`src/rtl/hack_cpu_ctrl_pkg.sv`:
```
// Shared Hack CPU control definitions: state encodings, instruction field positions, reset PC.
// Purely declarative; no logic, no latency.
// Imported by the control stage, the jump unit and the testbench.
package hack_cpu_ctrl_pkg;

  // Two-state multi-cycle sequencer: fetch an instruction, then execute it.
  typedef enum logic [0:0] {
    FETCH = 1'b0,
    EXEC  = 1'b1
  } state_t;

  // Instruction word bit positions.
  localparam int IS_C    = 15;
  localparam int A_BIT   = 12;
  localparam int COMP_HI = 11;
  localparam int COMP_LO = 6;
  localparam int DEST_A  = 5;
  localparam int DEST_D  = 4;
  localparam int DEST_M  = 3;
  localparam int JMP_LT  = 2;
  localparam int JMP_EQ  = 1;
  localparam int JMP_GT  = 0;

  localparam logic [14:0] RESET_PC_DEFAULT = 15'h0000;

  // Extract the three jump bits (j1 j2 j3) of an instruction.
  function automatic logic [2:0] jump_bits(input logic [15:0] instr);
    return {instr[JMP_LT], instr[JMP_EQ], instr[JMP_GT]};
  endfunction

endpackage

```
`src/rtl/hack_cpu_ctrl_jump_unit.sv`:
```
// Hack jump condition: decides whether a C-instruction jump is taken from j1..j3 and the ALU flags.
// Purely combinational, zero latency.
// No handshake; the caller gates the result by instruction type and state.
module hack_jump_unit (
  input  logic [2:0] j,
  input  logic       zr,
  input  logic       ng,
  output logic       take
);

  // j[2]=less-than, j[1]=equal, j[0]=greater-than, all relative to zero.
  always_comb begin
    take = (j[2] & ng) | (j[1] & zr) | (j[0] & ~zr & ~ng);
  end

endmodule

```
`src/rtl/hack_cpu_ctrl.sv`:
```
// Multi-cycle Hack CPU control stage: owns PC/A/D/IR, drives the external ALU, issues memory writes and jumps.
// Two cycles per instruction minimum (FETCH, EXEC); fetch stalls in FETCH until the instruction ack arrives.
// Instruction-side backpressure is the ack; data writes are a single-cycle strobe with no stall.
module hack_cpu_ctrl
  import hack_cpu_ctrl_pkg::*;
#(
  parameter int          WIDTH    = 16,
  parameter logic [14:0] RESET_PC = RESET_PC_DEFAULT
) (
  input  logic             i_Clk,
  input  logic             i_Reset,
  output logic [14:0]      o_IMemAddr,
  output logic             o_IMemReq,
  input  logic             i_IMemAck,
  input  logic [WIDTH-1:0] i_Instr,
  output logic [14:0]      o_DMemAddr,
  input  logic [WIDTH-1:0] i_DMemData,
  output logic [WIDTH-1:0] o_DMemData,
  output logic             o_DMemWrite,
  output logic [WIDTH-1:0] o_X,
  output logic [WIDTH-1:0] o_Y,
  output logic             o_ZX,
  output logic             o_NX,
  output logic             o_ZY,
  output logic             o_NY,
  output logic             o_F,
  output logic             o_NO,
  input  logic [WIDTH-1:0] i_ALU,
  input  logic             i_ZR,
  input  logic             i_NG
);

  state_t           state;
  state_t           state_nxt;
  logic [14:0]      pc;
  logic [WIDTH-1:0] a_reg;
  logic [WIDTH-1:0] d_reg;
  logic [WIDTH-1:0] ir;

  logic             exec_c;
  logic             exec_a;
  logic             jump_raw;
  logic [5:0]       comp;

  // Jump condition is evaluated on the live ALU flags of the current EXEC cycle.
  hack_jump_unit u_jump (
    .j    (jump_bits(ir)),
    .zr   (i_ZR),
    .ng   (i_NG),
    .take (jump_raw)
  );

  assign comp = ir[COMP_HI:COMP_LO];

  // State register; reset forces FETCH immediately, which also kills any write strobe in flight.
  always_ff @(posedge i_Clk or posedge i_Reset) begin
    if (i_Reset) begin
      state <= FETCH;
    end else begin
      state <= state_nxt;
    end
  end

  // Next-state and decoded outputs; everything is driven from state so reset takes effect at once.
  always_comb begin
    state_nxt   = state;
    o_IMemReq   = 1'b0;
    exec_c      = 1'b0;
    exec_a      = 1'b0;
    o_DMemWrite = 1'b0;
    {o_ZX, o_NX, o_ZY, o_NY, o_F, o_NO} = 6'b000000;
    case (state)
      FETCH: begin
        o_IMemReq = 1'b1;
        if (i_IMemAck) begin
          state_nxt = EXEC;
        end
      end
      EXEC: begin
        state_nxt = FETCH;
        if (ir[IS_C]) begin
          exec_c      = 1'b1;
          o_DMemWrite = ir[DEST_M];
          {o_ZX, o_NX, o_ZY, o_NY, o_F, o_NO} = comp;
        end else begin
          exec_a = 1'b1;
        end
      end
      default: begin
        state_nxt = FETCH;
      end
    endcase
  end

  // Architectural registers: IR captured on fetch ack, PC/A/D updated at the end of EXEC.
  always_ff @(posedge i_Clk or posedge i_Reset) begin
    if (i_Reset) begin
      pc    <= RESET_PC;
      a_reg <= '0;
      d_reg <= '0;
      ir    <= '0;
    end else begin
      if (o_IMemReq && i_IMemAck) begin
        ir <= i_Instr;
      end
      if (exec_a) begin
        a_reg <= {1'b0, ir[14:0]};
        pc    <= pc + 15'd1;
      end
      if (exec_c) begin
        if (ir[DEST_A]) begin
          a_reg <= i_ALU;
        end
        if (ir[DEST_D]) begin
          d_reg <= i_ALU;
        end
        // Jump target is the pre-update A, even when A is also a destination.
        pc <= jump_raw ? a_reg[14:0] : pc + 15'd1;
      end
    end
  end

  assign o_IMemAddr = pc;
  assign o_DMemAddr = a_reg[14:0];
  assign o_DMemData = i_ALU;
  assign o_X        = d_reg;
  assign o_Y        = ir[A_BIT] ? i_DMemData : a_reg;

endmodule
```
`config.mk`:
```
export PLATFORM = sky130hd
export DESIGN_NAME = hack_cpu_ctrl
export DESIGN_NICKNAME = d
export VERILOG_FILES = /design/src/rtl/hack_cpu_ctrl_pkg.sv /design/src/rtl/hack_cpu_ctrl_jump_unit.sv /design/src/rtl/hack_cpu_ctrl.sv
export SDC_FILE = /design/constraint.sdc
export NUM_CORES = 1
export LEC_CHECK = 0
export CAP_MARGIN = 0
export CORE_MARGIN = 2
export CORE_UTILIZATION = 30
export DETAILED_ROUTE_END_ITERATION = 7
export SETUP_SLACK_MARGIN = 0.02
export SLEW_MARGIN = 20
export SYNTH_ARGS = -nofsm -noshare
export SYNTH_HDL_FRONTEND = slang
export SYNTH_SLANG_ARGS = --single-unit
```
`constraint.sdc`:
```
create_clock -name i_Clk -period 4.2 [get_ports i_Clk]
set_input_delay 0.63 -clock i_Clk [delete_from_list [all_inputs] [get_ports i_Clk]]
set_output_delay 0.63 -clock i_Clk [all_outputs]
set_load 0.005 [all_outputs]
```
# Word-level counts from Yosys, hierarchy flattened
# Index checks and enable logic that the tools add are counted.
totals:
  reg_bits: 64
  input_bits: 53
  output_inout_bits: 86
  elab_cells: 46
op_classes:
  add_sub_neg: 1
  n_mux: 28
  bitwise_logic: 9
  n_reduce_logical: 3
op_table:
  columns: ["cell", "n"]
  rows:
  - ["16-bit two-way mux", 4]
  - ["15-bit two-way mux", 3]
  - ["1-bit two-way mux", 20]
  - ["15-bit by 1-bit adder with 15-bit output (second input constant)", 1]
  - ["1-bit bitwise AND", 4]
  - ["1-bit NOT", 3]
  - ["1-bit bitwise OR", 2]
  - ["1-bit case mux with 2 select lines", 1]
  - ["2-bit AND reduction", 1]
  - ["2-bit nonzero test", 1]
  - ["1-bit logical AND", 1]

# Depth between registers and ports, before layout
logic_depth:
  ltp_word: 6
  ltp_mapped: 7
  depth_no_buf: 5

# By module
# From an unflattened synthesis, not the netlist that was laid out.
unflattened:
  hier_cells: 313
  area_unflattened_um2: 3325.7
modules_own_cells:
  columns: ["mod", "n_inst", "cells_each", "area_per_inst_um2", "seq_area_each_um2"]
  rows:
  - ["hack_cpu_ctrl", 1, 311, 3308.2, 1601.5]
  - ["hack_jump_unit", 1, 2, 17.5, 0.0]

# Worst setup path before layout
# OpenSTA, ideal clock, no wires.
synth_path:
  path_kind: "register to output"
  start: "register ir[12]"
  end: "output port o_Y[10]"
  arrival_time_ns: 1.331
  required_time_ns: 3.570
  slack_ns: 2.239
  stages_incl_launch_ff: 4
  n_path_buf: 2
  path_cell_list: "dfrtp_1 -> clkbuf_1 -> buf_1 -> mux2_2"
synth_via:
  elab_chain_cells: 1
synth_lines:
  columns: ["element", "line_no", "rtl"]
  rows:
  - ["start: declaration", "hack_cpu_ctrl.sv:38", "logic [WIDTH-1:0] ir;"]
  - ["start signal: assignment", "hack_cpu_ctrl.sv:104", "ir <= i_Instr;"]
  - ["16-bit two-way mux", "hack_cpu_ctrl.sv:127", "assign o_Y = ir[A_BIT] ? i_DMemData : a_reg;"]
  - ["end: declaration", "hack_cpu_ctrl.sv:21", "output logic [WIDTH-1:0] o_Y,"]
# No other way between the ends.

# Worst setup path after layout
layout_path:
  start: "register state"
  end: "output port o_F"
layout_via:
  elab_chain_cells: 1
layout_lines:
  columns: ["element", "line_no", "rtl"]
  rows:
  - ["start: declaration", "hack_cpu_ctrl.sv:33", "state_t state;"]
  - ["start signal: assignment", "hack_cpu_ctrl.sv:60", "state <= state_nxt;"]
  - ["1-bit two-way mux", "hack_cpu_ctrl.sv:72", "case (state)"]
  - ["end: declaration", "hack_cpu_ctrl.sv:26", "output logic o_F,"]
# No other way between the ends.

==> summary.txt <==
Outcome
  – Status: completed

Power and ir drop
  – PD cells: between 500 and 600 mW/mm²
  – Peak supply drop: 0.000235 V
  – Leak: 2.00 nW
  – Total chip power: 2.92 mW

Timing
  – RSZ-0062 raised after global routing: false
  – Slew @ Worst Pin: 0.942 ns
  – Clock Skew: 0.00778 ns
  – Achievable Freq: 0.359 GHz
  – Setup tns final: 0 ns
  – Finish-stage setup viols: 0
  – Slew Limit Fails: 0
  – Max_slew headroom: 36.9%
  – Tmin final: 2.78 ns
  – Final-report hold violation count: 0
  – Final period util: 66.3%

Cells and area
  – Layout area overhead: 44.8%
  – Highest-count cells in the layout ignoring fill and taps: clkdlybuf4s50_1, dfrtp_1, mux2_2
  – # nets final: 478
  – Antenna Cells: 0
  – Layout cells sized above 1: around 17%
  – Leading cell type in the layout, fill and taps excluded: clkdlybuf4s50_1
  – Filler Cells Inserted: 1091

Critical path
  – Worst-path fanout max: 37
  – WP data arrival: 2.15 ns
  – Startpoint types: flop
  – CP Capture Type: output port
  – Worst endpoint required time: 3.57 ns
  – Critical path type: flop to output port

Clock tree
  – Clock Tree Root: clkbuf_16
  – CTS tree: yes
  – Clk pin slew, worst setup/hold paths: ~0.06 ns
  – # clock sinks: 64
  – Num CTS Buffers: 9
  – Post-CTS Resized: 0
  – Worst skew pair latency: 0.33 ns
  – Clk buf depth: 2
  – H-tree levels: 3
  – Post-CTS setup buffers: 0
  – # hold bufs at CTS: 0

Floorplanning
  – Die Area: 0.0125 mm²
  – Die height: about 110 µm
  – Boundary Pins: 139
  – Row count: 39
  – Initial Util: 30.6%
  – Core area: 0.0114 mm²
  – Die width: ~110 µm

Synthesis
  – XOR/XNOR Fraction of Synth Area: less than 1%
  – Adder-Cell Fraction of Synth Area: less than 1%
  – Largest family of logic cells by synthesized area: multiplexers
  – Synth Instances: 327
  – Mux share of post-synthesis cell area: ~17%
  – Compound-Gate Fraction of Synth Area: between 10% and 20%
  – Synth Cell Area: 0.00348 mm²
  – Syn Area/Cell: around 11 µm²
  – Yosys warns: 0
  – Yosys reg bits: 64
  – Simple-Gate Fraction of Synth Area: 12.4%
  – Register area share after synthesis: 46.0%
  – Netlist cell types: 39
  – Mapped Nets: 381

GRT
  – Antenna violations before repair: 0
  – Met2 usage: around a quarter
  – Largest net degree at the start of global routing: 38
  – GRT met3 Usage: under 10%
  – Number of global-route vias before repair: 2995
  – Gr usage total: 15.9%
  – GRT busiest layer: met2
  – Met1 usage: between 20 and 25%
  – Total gr overflow: 0
  – First-pass GRT wire length: between 15000 and 20000 µm

Placement
  – Input/output buffers: roughly 140
  – Dpl hpwl: 7060 µm
  – GPL Wtd Cong: about 0.77

Min path
  – Worst Hold Class: flop to flop

Route
  – Routed via count: just under 3k
  – DRT Wirelength: about 9800 µm
  – Wirelength per Cell: 17.2 µm
  – DRT Pass-1 Iters: 4
  – Avg Vias per Cell: 5.10
  – Drc violations: 0
  – Remaining antenna violation count: 0
  – DR iter-0 viols: 110

Job
  – Max cap viols: 0
[synth_stat cells, drive strengths merged]
| cell type | n | area (µm²) |
|---|---|---|
| nor2b | 2 | 12.5 |
| mux2i | 8 | 80.1 |
| and2 | 1 | 6.26 |
| nor3 | 2 | 10.0 |
| nand4b | 2 | 17.5 |
| a311oi | 4 | 35.0 |
| o221a | 1 | 11.3 |
| a21o | 1 | 7.51 |
| ha | 1 | 12.5 |
| a21oi | 24 | 124 |
| inv | 4 | 15.0 |
| a22oi | 2 | 15.0 |
| a211o | 1 | 8.76 |
| o22ai | 14 | 87.6 |
| clkbuf | 13 | 48.8 |
| nand3 | 9 | 45.0 |
| nor2 | 2 | 7.51 |
| or3b | 1 | 11.3 |
| nand2 | 14 | 52.6 |
| buf | 42 | 299 |
| mux2 | 47 | 529 |
| clkinv | 1 | 3.75 |
| a41oi | 1 | 8.76 |
| nand2b | 1 | 6.26 |
| and3 | 11 | 68.8 |
| a31oi | 1 | 6.26 |
| or4 | 1 | 7.51 |
| a2bb2oi | 3 | 26.3 |
| o21ai | 21 | 105 |
| nand4 | 6 | 37.5 |
| and4 | 4 | 35.0 |
| xor2 | 3 | 26.3 |
| nand3b | 15 | 113 |
| dfrtp | 64 | 1600 |
[final timing paths]
kind                               startpoint                  to  slack, ns  depth (start not counted)
max                           state$_DFF_PP0_                 o_F       1.42                          3
min                        o_X[9]$_DFFE_PP0P_  o_X[9]$_DFFE_PP0P_       0.50                          1
max reg2reg                   state$_DFF_PP0_  o_X[7]$_DFFE_PP0P_       1.79                          3
min reg2reg                o_X[9]$_DFFE_PP0P_  o_X[9]$_DFFE_PP0P_       0.50                          1
max in group asynchronous             i_Reset     state$_DFF_PP0_       2.80                          3
min in group asynchronous             i_Reset  o_X[0]$_DFFE_PP0P_       0.67                          2
[final cells by class]
class / count / area (µm²) / share of cell area (%)
well taps: 143 / 179 / 3.55
multi-input cells: 203 / 1520 / 30.1
repair buffers: 141 / 1400 / 27.8
flip-flops and latches: 64 / 1600 / 31.8
clock buffers: 11 / 243 / 4.81
inverters: 5 / 18.8 / 0.372
clock inverters: 5 / 80.1 / 1.59
[through the flow]
step | instances | worst slack, ns | area [µm²] | util (%) | hold WS [ns]
after detailed placement | 556 | 1.73 | 4720 | 41.5 | 0.493
final | 572 | 1.42 | 5040 | 44.4 | 0.504
after floorplan | 327 | 1.97 | 3480 | - | 0.481
after global placement | 556 | 1.74 | 4720 | 41.5 | 0.487
after global routing | 572 | 1.29 | 5040 | 44.4 | 0.529
after CTS | 572 | 1.42 | 5040 | 44.4 | 0.510
[worst max-delay path, cell delays in order, from the launching register on]
cell,delay [ns]
dfrtp_2,0.66
buf_4,0.44
and3_1,0.22
clkdlybuf4s50_1,0.50
[metal layers]
metal | part of all wire (%) | routed length [µm]
met3 | 6.5 | 640
met4 | 0.80 | 79
met2 | 45 | 4430
met1 | 48 | 4700
met5 | 0 | 0
[where the power goes]
part	total (mW)	switching (mW)	leakage, nW	internal [mW]
registers	1.10	0.276	0.731	0.823
clock network	0.809	0.274	0.152	0.535
logic	1.01	0.342	1.12	0.668
total	2.92	0.893	2.00	2.03
[kinds of logic (layout without fill, tap and decap cells)]
| family | after synthesis | after routing |
|---|---|---|
| adder cells (fa/ha/maj) | 1 | 1 |
| buffers and inverters | 60 | 162 |
| XOR/XNOR | 3 | 3 |
| multiplexers | 55 | 55 |
| AND/OR/NAND/NOR | 71 | 71 |
| AO/OA/AOI/OAI | 73 | 73 |
| flip-flops | 64 | 64 |
No activity file was read; power rests on OpenSTA's default activity.
==> edit (config.mk and constraints unchanged) <==
Make the reset (`i_Reset`) synchronous in 2 clocked blocks.
--- a/src/rtl/hack_cpu_ctrl.sv
+++ b/src/rtl/hack_cpu_ctrl.sv
@@ -53,7 +53,7 @@
   assign comp = ir[COMP_HI:COMP_LO];
 
   // State register; reset forces FETCH immediately, which also kills any write strobe in flight.
-  always_ff @(posedge i_Clk or posedge i_Reset) begin
+  always_ff @(posedge i_Clk) begin
     if (i_Reset) begin
       state <= FETCH;
     end else begin
@@ -93,7 +93,7 @@
   end
 
   // Architectural registers: IR captured on fetch ack, PC/A/D updated at the end of EXEC.
-  always_ff @(posedge i_Clk or posedge i_Reset) begin
+  always_ff @(posedge i_Clk) begin
     if (i_Reset) begin
       pc    <= RESET_PC;
       a_reg <= '0;
Check against the original RTL: differs if i_Reset is asserted again (counterexample within 4 cycles, from zero or initial values and one cycle with i_Reset high); with i_Reset held inactive, the same outputs for 10 cycles.
==> edit against the unedited design <==
Critical path depth shrank 1. Setup slack worse by 120 ps. First-iteration DRC count down 1.8%. Synthesized area is 9.2% lower. Worst hold slack got worse by 53 ps. Routed wire length is 3.0% higher. Sequential cell count unchanged. Design area fell by 9.0%. Largest cell class is now multi-input combinational cells.
Power is not compared: it rests on default switching activity, and its combinational part moved more than twofold at a synthesized area within 25%.
==> edit: results (changes against the unedited design) <==
Finish
  • Fillers: 1037 (-4.9%)
  • Net count of the finished layout: 555 (+16%)
  • Fraction of layout cells with a size suffix above 1: 7.13% (-9.4 points)

Critical path
  • Worst Path Arrival: 2280 ps (+130 ps)
  • CP startpoint: state
  • Largest stage delay on the critical path: 940 ps (+280 ps)
  • Crit-path max FO: 29 (-22%)
  • Critical path's slowest cell: dfxtp_1

Placed design
  • Routability cong.: 0.815 (+6.4%)
  • Place WS: 1670 ps (-64.7 ps)

Route
  • Vias per std cell: 4.83 (-5.3%)
  • Final WL: 10.1 mm (+3.0%)
  • DRT antenna net count: 0 (unchanged)
  • Drt first-iter violations: 108 (-1.8%)

Logic synthesis
  • Async S/R FF share, synth: 0% (-100 points)
  • Sequential share of the synthesized area: 40.5% (-5.5 points)
  • Xor/xnor share of the synthesized area: 1.94% (+1.2 points)
  • Post-synthesis mux area share: 6.65% (-11 points)
  • Synth Area in Compound Gates: 11.4% (-1.1 points)
  • Main area contributors after synthesis: dfxtp_1, nand2_1, buf_4, nor2_1, a21oi_1
  • Synth top cells by count: nand2_1, dfxtp_1, nor2_1
  • Cell variety after synth: 40 (+2.6%)

Worst hold path
  • Startpoint of the worst hold path: o_X[13]

Clock network
  • Root buf cell: clkbuf_8

GRT
  • Number of global-route vias before repair: 2942 (-1.8%)
  • First-pass GRT wire length: 15.8 mm (-0.78%)
  • Global Route Usage Sum: 17.5% (+1.6 points)

Outcome
  • Status: complete, no violations
==> edit: kinds of logic after synthesis <==
logic type	after synthesis
simple gates	190
buf+inv	64
flops	64
compound gates	62
mux	19
xor+xnor	7
fa+ha+maj	1
==> edit: worst paths after layout <==
| kind | end | slack (ps) | depth (start not counted) |
|---|---|---|---|
| setup / recovery | o_IMemReq | 1290 | 2 |
| hold / removal | o_X[13] | 450 | 2 |
| setup reg to reg | o_IMemAddr[11] | 1900 | 4 |
| hold reg to reg | o_X[13] | 450 | 2 |
==> edit: layer usage <==
metal  global-route usage, %  wire, um  share of wire [%]  up-vias
li1                        -         -                  -     1543
met1                    24.2      4630                 46     1426
met2                    27.7      4780                 47      114
met3                    3.04       594                5.9       13
met4                    5.75       142                1.4        0
met5                       0         0                  0        -
==> edit: worst reg2reg max path: stages (launching register included) <==
cell and delay (ps):
dfxtp_1 940, nand3_1 290, or4_1 500, or3_1 320, a31oi_1 170
==> edit: per-stage QoR <==
step	hold WS (ps)	util (%)	instance area, um^2	cells	total power, mW
2_1_floorplan	437	-	3160	407	0.758
6_report	451	44.7	4590	641	1.41
5_1_grt	474	44.7	4590	641	1.47
3_5_place_dp	445	42.6	4380	626	0.879
3_3_place_gp	443	42.4	4360	625	0.876
4_1_cts	455	44.6	4590	641	1.43
==> edit: layout make-up <==
| type | count | share of cell area (%) |
|---|---|---|
| sequential | 64 | 27.9 |
| clock buffer | 12 | 3.60 |
| timing repair buffer | 139 | 30.4 |
| clock inverter | 3 | 0.872 |
| inverter | 8 | 0.654 |
| tap | 136 | 3.71 |
| multi-input combinational | 279 | 32.8 |
==> edit: power by group through the flow <==
stage | Combinational, mW | Clock [mW] | Sequential, mW
2_1_floorplan | 0.103 | 0 | 0.655
3_3_place_gp | 0.203 | 0 | 0.673
3_5_place_dp | 0.205 | 0 | 0.674
4_1_cts | 0.207 | 0.559 | 0.660
5_1_grt | 0.222 | 0.586 | 0.663
6_report | 0.205 | 0.548 | 0.660
